`src/rtl/grid8_ctrl_pkg.sv`:
```
// Shared types and valve constants for the grid8 flow sequencer.
// Control polarity: 1 = pressurised = valve closed, 0 = valve open.
package grid8_ctrl_pkg;

  typedef enum logic [2:0] {
    ST_IDLE,
    ST_BREAK,
    ST_FILL,
    ST_HOLD,
    ST_FLUSH,
    ST_DONE
  } state_t;

  localparam logic       VALVE_OPEN       = 1'b0;
  localparam logic       VALVE_CLOSED     = 1'b1;
  localparam logic [5:0] ALL_CLOSED_MUX   = 6'h3F;
  localparam logic [7:0] ALL_CLOSED_STAGE = 8'hFF;

  // Each select bit opens one valve of its pair: c(2i+1) when 0, c(2i+2) when 1.
  function automatic logic [5:0] mux_open(input logic [2:0] sel);
    logic [5:0] m;
    m = ALL_CLOSED_MUX;
    for (int i = 0; i < 3; i++) begin
      if (sel[i]) m[2*i+1] = VALVE_OPEN;
      else        m[2*i]   = VALVE_OPEN;
    end
    return m;
  endfunction

endpackage

```
`src/rtl/rr_arbiter8.sv`:
```
// Combinational 8-way round-robin arbiter: first set request at or above ptr, wrapping.
module rr_arbiter8 (
  input  logic [7:0] req,
  input  logic [2:0] ptr,
  input  logic       en,
  output logic       gnt_valid,
  output logic [2:0] gnt_id
);

  logic [2:0] idx;

  always_comb begin
    gnt_valid = 1'b0;
    gnt_id    = '0;
    idx       = ptr;
    for (int i = 0; i < 8; i++) begin
      idx = ptr + 3'(i);
      if (en && !gnt_valid && req[idx]) begin
        gnt_valid = 1'b1;
        gnt_id    = idx;
      end
    end
  end

endmodule

```
`src/rtl/grid8_flow_sequencer.sv`:
```
// Arbitrates 8 reagent requesters and sequences the mux and cell-trap grid valves
// through break / fill / hold / flush. All outputs are registered.
module grid8_flow_sequencer
  import grid8_ctrl_pkg::*;
#(
  parameter int unsigned BREAK_CYC = 4,
  parameter int unsigned FILL_CYC  = 16,
  parameter int unsigned HOLD_CYC  = 32,
  parameter int unsigned FLUSH_CYC = 16,
  parameter int          CNT_W     = 16
) (
  input  logic       clk,
  input  logic       rst,
  input  logic [7:0] req,
  input  logic [7:0] stage_mask,
  input  logic       abort,
  output logic       busy,
  output logic       grant_valid,
  output logic [2:0] grant_id,
  output logic       done,
  output logic       aborted,
  output logic [5:0] mux_ctrl,
  output logic [7:0] d_ctrl,
  output logic [7:0] e_ctrl
);

  localparam logic [CNT_W-1:0] BREAK_LD = CNT_W'(BREAK_CYC - 1);
  localparam logic [CNT_W-1:0] FILL_LD  = CNT_W'(FILL_CYC - 1);
  localparam logic [CNT_W-1:0] HOLD_LD  = CNT_W'(HOLD_CYC - 1);
  localparam logic [CNT_W-1:0] FLUSH_LD = CNT_W'(FLUSH_CYC - 1);

  state_t           state_q, state_d;
  logic [CNT_W-1:0] cnt_q, cnt_d;
  logic [2:0]       ptr_q, ptr_d;
  logic [7:0]       mask_q, mask_d;
  logic [2:0]       grant_id_d;
  logic             grant_valid_d, aborted_d;
  logic [5:0]       mux_d;
  logic [7:0]       d_d, e_d;
  logic             arb_valid;
  logic [2:0]       arb_id;

  rr_arbiter8 u_arb (
    .req       (req),
    .ptr       (ptr_q),
    .en        (state_q == ST_IDLE),
    .gnt_valid (arb_valid),
    .gnt_id    (arb_id)
  );

  always_comb begin
    // NOTE: every signal written here gets a default first so no latch is inferred.
    state_d       = state_q;
    cnt_d         = cnt_q - CNT_W'(1);
    ptr_d         = ptr_q;
    mask_d        = mask_q;
    grant_id_d    = grant_id;
    grant_valid_d = 1'b0;
    aborted_d     = 1'b0;

    unique case (state_q)
      ST_IDLE: begin
        cnt_d = cnt_q;
        if (arb_valid) begin
          state_d       = ST_BREAK;
          cnt_d         = BREAK_LD;
          grant_id_d    = arb_id;
          grant_valid_d = 1'b1;
          mask_d        = stage_mask;
          ptr_d         = arb_id + 3'd1;
        end
      end
      ST_BREAK, ST_FILL, ST_HOLD, ST_FLUSH: begin
        // Abort takes priority over a counter expiring in the same cycle.
        if (abort) begin
          state_d   = ST_DONE;
          aborted_d = 1'b1;
        end else if (cnt_q == '0) begin
          unique case (state_q)
            ST_BREAK: begin state_d = ST_FILL;  cnt_d = FILL_LD;  end
            ST_FILL:  begin state_d = ST_HOLD;  cnt_d = HOLD_LD;  end
            ST_HOLD:  begin state_d = ST_FLUSH; cnt_d = FLUSH_LD; end
            default:  begin state_d = ST_DONE;  cnt_d = '0;       end
          endcase
        end
      end
      ST_DONE: begin
        state_d = ST_IDLE;
        cnt_d   = '0;
      end
      default: begin
        state_d = ST_IDLE;
        cnt_d   = '0;
      end
    endcase
  end

  // Valve lines follow the next state so they change on the same edge as the state.
  always_comb begin
    mux_d = ALL_CLOSED_MUX;
    d_d   = ALL_CLOSED_STAGE;
    e_d   = ALL_CLOSED_STAGE;
    unique case (state_d)
      ST_FILL: begin
        mux_d = mux_open(grant_id_d);
        d_d   = ~mask_d;
      end
      ST_FLUSH: e_d = ~mask_d;
      default: ;
    endcase
  end

  always_ff @(posedge clk) begin
    if (rst) begin
      state_q     <= ST_IDLE;
      cnt_q       <= '0;
      ptr_q       <= '0;
      mask_q      <= '0;
      busy        <= 1'b0;
      grant_valid <= 1'b0;
      grant_id    <= '0;
      done        <= 1'b0;
      aborted     <= 1'b0;
      mux_ctrl    <= ALL_CLOSED_MUX;
      d_ctrl      <= ALL_CLOSED_STAGE;
      e_ctrl      <= ALL_CLOSED_STAGE;
    end else begin
      // NOTE: registered state uses non-blocking assignments so all flops update together.
      state_q     <= state_d;
      cnt_q       <= cnt_d;
      ptr_q       <= ptr_d;
      mask_q      <= mask_d;
      busy        <= (state_d != ST_IDLE);
      grant_valid <= grant_valid_d;
      grant_id    <= grant_id_d;
      done        <= (state_d == ST_DONE);
      aborted     <= aborted_d;
      mux_ctrl    <= mux_d;
      d_ctrl      <= d_d;
      e_ctrl      <= e_d;
    end
  end

endmodule
```
`config.mk`:
```
export PLATFORM = sky130hd
export DESIGN_NAME = grid8_flow_sequencer
export DESIGN_NICKNAME = d
export VERILOG_FILES = /design/src/rtl/grid8_ctrl_pkg.sv /design/src/rtl/rr_arbiter8.sv /design/src/rtl/grid8_flow_sequencer.sv
export SDC_FILE = /design/constraint.sdc
export NUM_CORES = 1
export LEC_CHECK = 0
export BUFFER_PORTS_ARGS = -buffer_cell sky130_fd_sc_hd__buf_2
export CORE_ASPECT_RATIO = 1.25
export CORE_MARGIN = 2
export CORE_UTILIZATION = 40
export CTS_BUF_LIST = sky130_fd_sc_hd__clkbuf_2 sky130_fd_sc_hd__clkbuf_4 sky130_fd_sc_hd__clkbuf_8
export DETAILED_ROUTE_END_ITERATION = 8
export GPL_TIMING_DRIVEN = 0
export PLACE_DENSITY = 0.6
export SLEW_MARGIN = 20
export SYNTH_ARGS = -nofsm -noshare
export SYNTH_HDL_FRONTEND = slang
export SYNTH_SLANG_ARGS = --single-unit
```
`constraint.sdc`:
```
create_clock -name clk -period 10.3 [get_ports clk]
set_input_delay 1.03 -clock clk [delete_from_list [all_inputs] [get_ports clk]]
set_output_delay 1.03 -clock clk [all_outputs]
set_load 0.005 [all_outputs]
```
; Yosys cells after proc, flatten, opt, wreduce, memory -nomap -nowiden
; Cells that the tools add are included.
[op_classes]
n_lt_le_gt_ge = 8
bitwise_logic = 5
n_addsub = 9
n_eq_ne = 8
n_reduce_logical = 32
muxes = 54
[ops]
columns = op, n
row1 = $mux 16, 3
row2 = $mux 3, 13
row3 = $lt 3x4->1 const B, 8
row4 = $pmux 16 s2, 1
row5 = $bmux 1 s3, 8
row6 = $mux 1, 24
row7 = $logic_not 16->1, 1
row8 = $mux 8, 2
row9 = $sub 16x1->16 const B, 1
row10 = $logic_and 1x1->1, 15
row11 = $add 3x3->3 const B, 4
row12 = $pmux 5 s2, 1
row13 = $reduce_or 2->1, 5
row14 = $eq 3x2->1 const B, 3
row15 = $eq 3x3->1 const B, 3
row16 = $pmux 3 s3, 1
row17 = $not 8->8, 1
row18 = $logic_not 1->1, 7
row19 = $add 3x1->3 const B, 2
row20 = $add 3x2->3 const B, 2
row21 = $pmux 3 s2, 1
row22 = $not 1->1, 4
row23 = $reduce_or 4->1, 1
row24 = $eq 3x1->1 const B, 1
row25 = 4 further kinds, 4
[word_totals]
out_inout_bits = 29
elab_cells = 128
input_bits = 19
regBits = 59

; Longest topological paths before layout
[logic_depth]
depth_word = 37
ltp_mapped = 17
ltp_nobuf = 14

; Hierarchy
; A second synthesis with hierarchy kept.
[hier_totals]
hier_cells = 394
hier_area_um2 = 3589.7
[modules_own_cells]
columns = module, n_inst, cells_per_inst, seq_area_each_um2, area_each_um2
row1 = grid8_flow_sequencer, 1, 288, 1181.1, 2697.6
row2 = rr_arbiter8, 1, 106, 0.0, 892.1

; Least setup slack after synthesis
; No wires, ideal clock.
[synth_timing]
path_kind = flip-flop to flip-flop
from = register ptr_q[1]
to = register ptr_q[2]
period_less_slack_ns = 3.708
arrival_time_ns = 3.607
setup_ns = 0.101
stages_incl_launch_ff = 16
path_buffers = 2
setup_slack_ns = 6.592
required_ns = 10.199
path_cell_list = dfxtp_1 -> clkbuf_1 -> inv_1 -> ha_1 -> buf_6 -> mux4_2 -> mux2_2 -> nand2_2 -> mux2_2 -> or4_1 -> o311ai_0 -> o21bai_1 -> ha_1 -> nor3b_1 -> mux2i_1 -> o41ai_1
[synth_via]
elab_chain_len = 33
word_cells_on_any_way = 63
cone_classes = 8 x add/sub / 32 x mux / 23 x reduce/logical
[synth_lines]
columns = element, line
row1 = "start, declared", grid8_flow_sequencer.sv:34  ; logic [2:0] ptr_q, ptr_d;
row2 = "start signal, assigned", grid8_flow_sequencer.sv:131  ; ptr_q <= ptr_d;
row3 = branches (longest 33 deep; another with $add 3x1->3), n/a
; Parallel ways; which one is timed is not known. The select of a mux whose other input is x is not followed.
; A chain may end at the register's enable or synchronous reset.

; Worst setup path after layout
; Same ends and word-level chain as after synthesis.

==> out/qor.yml <==
routing:
  via_per_inst: 5.387
  dr_wl_met3_um: 236
  drc: 0
  met2WireLength_um: 3858
  drt-met1-wl_um: 3409
  top_layer: "met4"
  routed_wl_um: 7600
  dr.first_iter.drc_count: 108
  via_count: 2758
  ant_nets: 0
  wl_per_cell_um: 14.84
  dr.pass1.iters: 4
finish:
  nets: 435
  fillers: 752
  syn2layout_area_growth_pct: 18.35
  num_antenna_cells: 0
  design_area_um2: 3857
  drive_gt1_share_pct: 26.38
global_route:
  gr-total-overflow: 0
  grt_pass1_wl_um: 12730
  antenna_found_initial: 0
  grt_max_degree: 12
  grt_pass1_vias: 2719
  grt_usage_pct: 17.68
floorplan:
  die_h_um: 104.9
  start_util_pct: 41.59
  std_cell_rows: 36
  io_pins: 48
  coreArea_um2: 7838
  die_x_um: 84.74
  dieArea_um2: 8891
timing:
  tightest_slew_ps: 839.5
  report.final.slew_viol_count: 0
  setup_viol: 0
  setup_tns_ps: 0
  slew_headroom_pct: 43.52
  finalHoldViolations: 0
  min_period_ps: 4532
  grt_setup_unrepaired: "no"
  fmax_ghz: 0.2207
  finalCritPeriodShare_pct: 44.00
  skew_ps: 10.04
pwr:
  leakagePower_nw: 1.482
  clkPwrFrac_pct: 20.1
  p_per_area_nw_per_um2: 340.2
  p_seq_share_pct: 23.8
  internal_power_w: 0.0007702
  netSwitchingPower_w: 0.0005422
  comb_power_share_pct: 56.1
  vdd_drop_max_uv: 193.2
  swShare_pct: 41.31
synthesis:
  synth-simple-area-share_pct: 25.95
  synth_edf_count: 0
  yosys-top-cells-area: "dfxtp_1 36%, mux2i_1 6.8%, mux4_2 4.8%"
  synth_top_family_by_area: "simple AND/OR/NAND/NOR gates"
  ys_ff_latch: 59
  syn-instance-count: 355
  avgSynthCellArea_um2: 9.181
  synthesis.area_um2: 3259
  synth_top_area_share_pct: 36.24
  ys_top_cells_by_count: "59 x dfxtp_1, 35 x nand2_1, 29 x nor2_1, 22 x mux2i_1, 16 x nor3_1"
  synthXorXnorAreaFrac_pct: 3.762
  synth.yosys.seq_area_share_pct: 36.24
  synth_fa_ha_area_share_pct: 1.536
  async_flop_share_pct: 0
  synth_compound_area_share_pct: 12.17
  ys_warn_count: 0
  synth_cell_type_count: 58
  synth_top_cell_by_area: "dfxtp_1"
  synth_nets: 378
  synth_most_common_cell: "dfxtp_1"
  synth.area.mux_share_pct: 15.39
  synth_ff_type: "dfxtp_1"
critical_path:
  critical_path.max_stage_delay_ps: 510
  slowest_stage: "dfxtp_1"
  end_kind: "flop"
  cp_data_required_time_ps: 10500
  crit_type: "flop to flop"
  critical_path_arrival_ps: 4730
  path_cells: "clkbuf_1 -> inv_1 -> ha_1 -> buf_6 -> mux4_2 -> mux2_2 -> nand2_2 -> mux2_2 -> or4_1 -> o311ai_0 -> o21bai_1 -> ha_1 -> nor3b_1 -> mux2i_1 -> o41ai_1"
  cp_max_fo: 10
  cp-start-kind: "flop"
clock_network:
  clk_pin_slew_ps: 70
  cts_resized: 0
  postCtsHoldBufs: 0
  cts_root_buf: "clkbuf_8"
  cts_buffer_depth: 2
  cts_buffers: 9
  htreeDepth: 3
  cts_tree: "done"
  clk_latency_ps: 330
  post_cts_buffers: 0
  clock-sinks: 59
worst_hold_path:
  hold_path_class: "flop to flop"
job:
  max-cap-violations: 0
run_status:
  status: "complete, no violations"
placement:
  port_buffers: 46
  place_area_um2: 3608
  place_congestion: 0.9280
  dp_hpwl_um: 5742
==> cell families (layout without fill, tap and decap cells) <==
logic type,Yosys count,in the layout
simple gates,155,155
mux,36,36
xor+xnor,14,14
flops,59,59
compound gates,60,60
buf+inv,27,89
fa+ha+maj,4,4
==> per-stage QoR <==
stage	worst slack, ps	utilization, %	hold WS, ps	total power (W)	cells
6_report	5768	49.22	389.2	0.001312	512
5_1_grt	5534	49.22	406.0	0.001411	512
4_1_cts	5731	49.22	396.2	0.001319	512
3_5_place_dp	5729	46.04	383.7	0.001049	496
3_3_place_gp	5729	46.04	379.0	0.001046	496
2_1_floorplan	6592	-	370.9	0.0008994	355
==> critical path, delay by kind of cell (launching register included) <==
kind                       cells  cell delay, ps
muxes                          4            1120
adders and majority gates      2             640
DFF                            1             510
buffers and inverters          3             900
AOI/OAI and AO/OA              3             510
and+or+nand+nor                3             720
==> cell type report <==
| cell class | count | area, µm² | share of cell area [%] |
|---|---|---|---|
| Sequential cell | 59 | 1181 | 30.62 |
| Clock inverter | 6 | 111.4 | 2.887 |
| Multi-Input combinational cell | 269 | 1917 | 49.69 |
| Tap cell | 95 | 118.9 | 3.081 |
| Inverter | 7 | 26.28 | 0.6812 |
| Clock buffer | 10 | 137.6 | 3.568 |
| Timing Repair Buffer | 46 | 230.2 | 5.968 |
| Buffer | 20 | 135.1 | 3.503 |
==> registers in the layout, summed over array words and instances, names as in the netlist, 3 cells and up <==
| name | cells |
|---|---|
| mask_q | 8 |
| d_ctrl | 8 |
| cnt_q | 16 |
| mux_ctrl | 6 |
| ptr_q | 3 |
| grant_id | 3 |
| state_q | 3 |
| e_ctrl | 8 |
==> layout by cell type (no fill, tap or decap), types with 5 or more instances in the layout <==
cell / synthesis / routed
nor4_1: 5 / 5
mux4_2: 7 / 7
xnor2_1: 7 / 7
nand2_1: 35 / 35
clkbuf_8: 0 / 10
nand2b_1: 9 / 9
buf_2: 3 / 49
inv_1: 7 / 7
xor2_1: 7 / 7
nor2_2: 8 / 8
nor2_1: 29 / 29
buf_6: 6 / 6
dfxtp_1: 59 / 59
and2_1: 5 / 5
nand3_1: 7 / 7
mux2i_1: 22 / 22
nor3_1: 16 / 16
or2_2: 5 / 5
clkbuf_1: 8 / 8
or3_1: 12 / 12
a21oi_1: 15 / 15
o21ai_0: 15 / 15
==> final timing paths <==
kind	startpoint	slack, ps	cells after the start	endpoint
setup / recovery	ptr_q[1]	5770	15	ptr_q[2]
hold / removal	mask_q[1]	390	1	e_ctrl[1]
setup reg to reg	ptr_q[1]	5770	15	ptr_q[2]
hold reg to reg	mask_q[1]	390	1	e_ctrl[1]
==> per-layer routing <==
metal	track usage, %	vias up
met2	29.75	52
met1	21.33	1316
met4	7.029	0
met5	0	-
met3	4.581	8
li1	-	1382
==> power groups by stage <==
| stage | registers, W | clock network (W) | logic (W) |
|---|---|---|---|
| finish | 0.000312 | 0.000264 | 0.000736 |
| global route | 0.000318 | 0.000278 | 0.000815 |
| CTS | 0.000312 | 0.000270 | 0.000737 |
| detailed placement | 0.000317 | 0 | 0.000732 |
| global placement | 0.000316 | 0 | 0.000730 |
| floorplan | 0.000309 | 0 | 0.000590 |
Power figures use the tool's default switching activity.
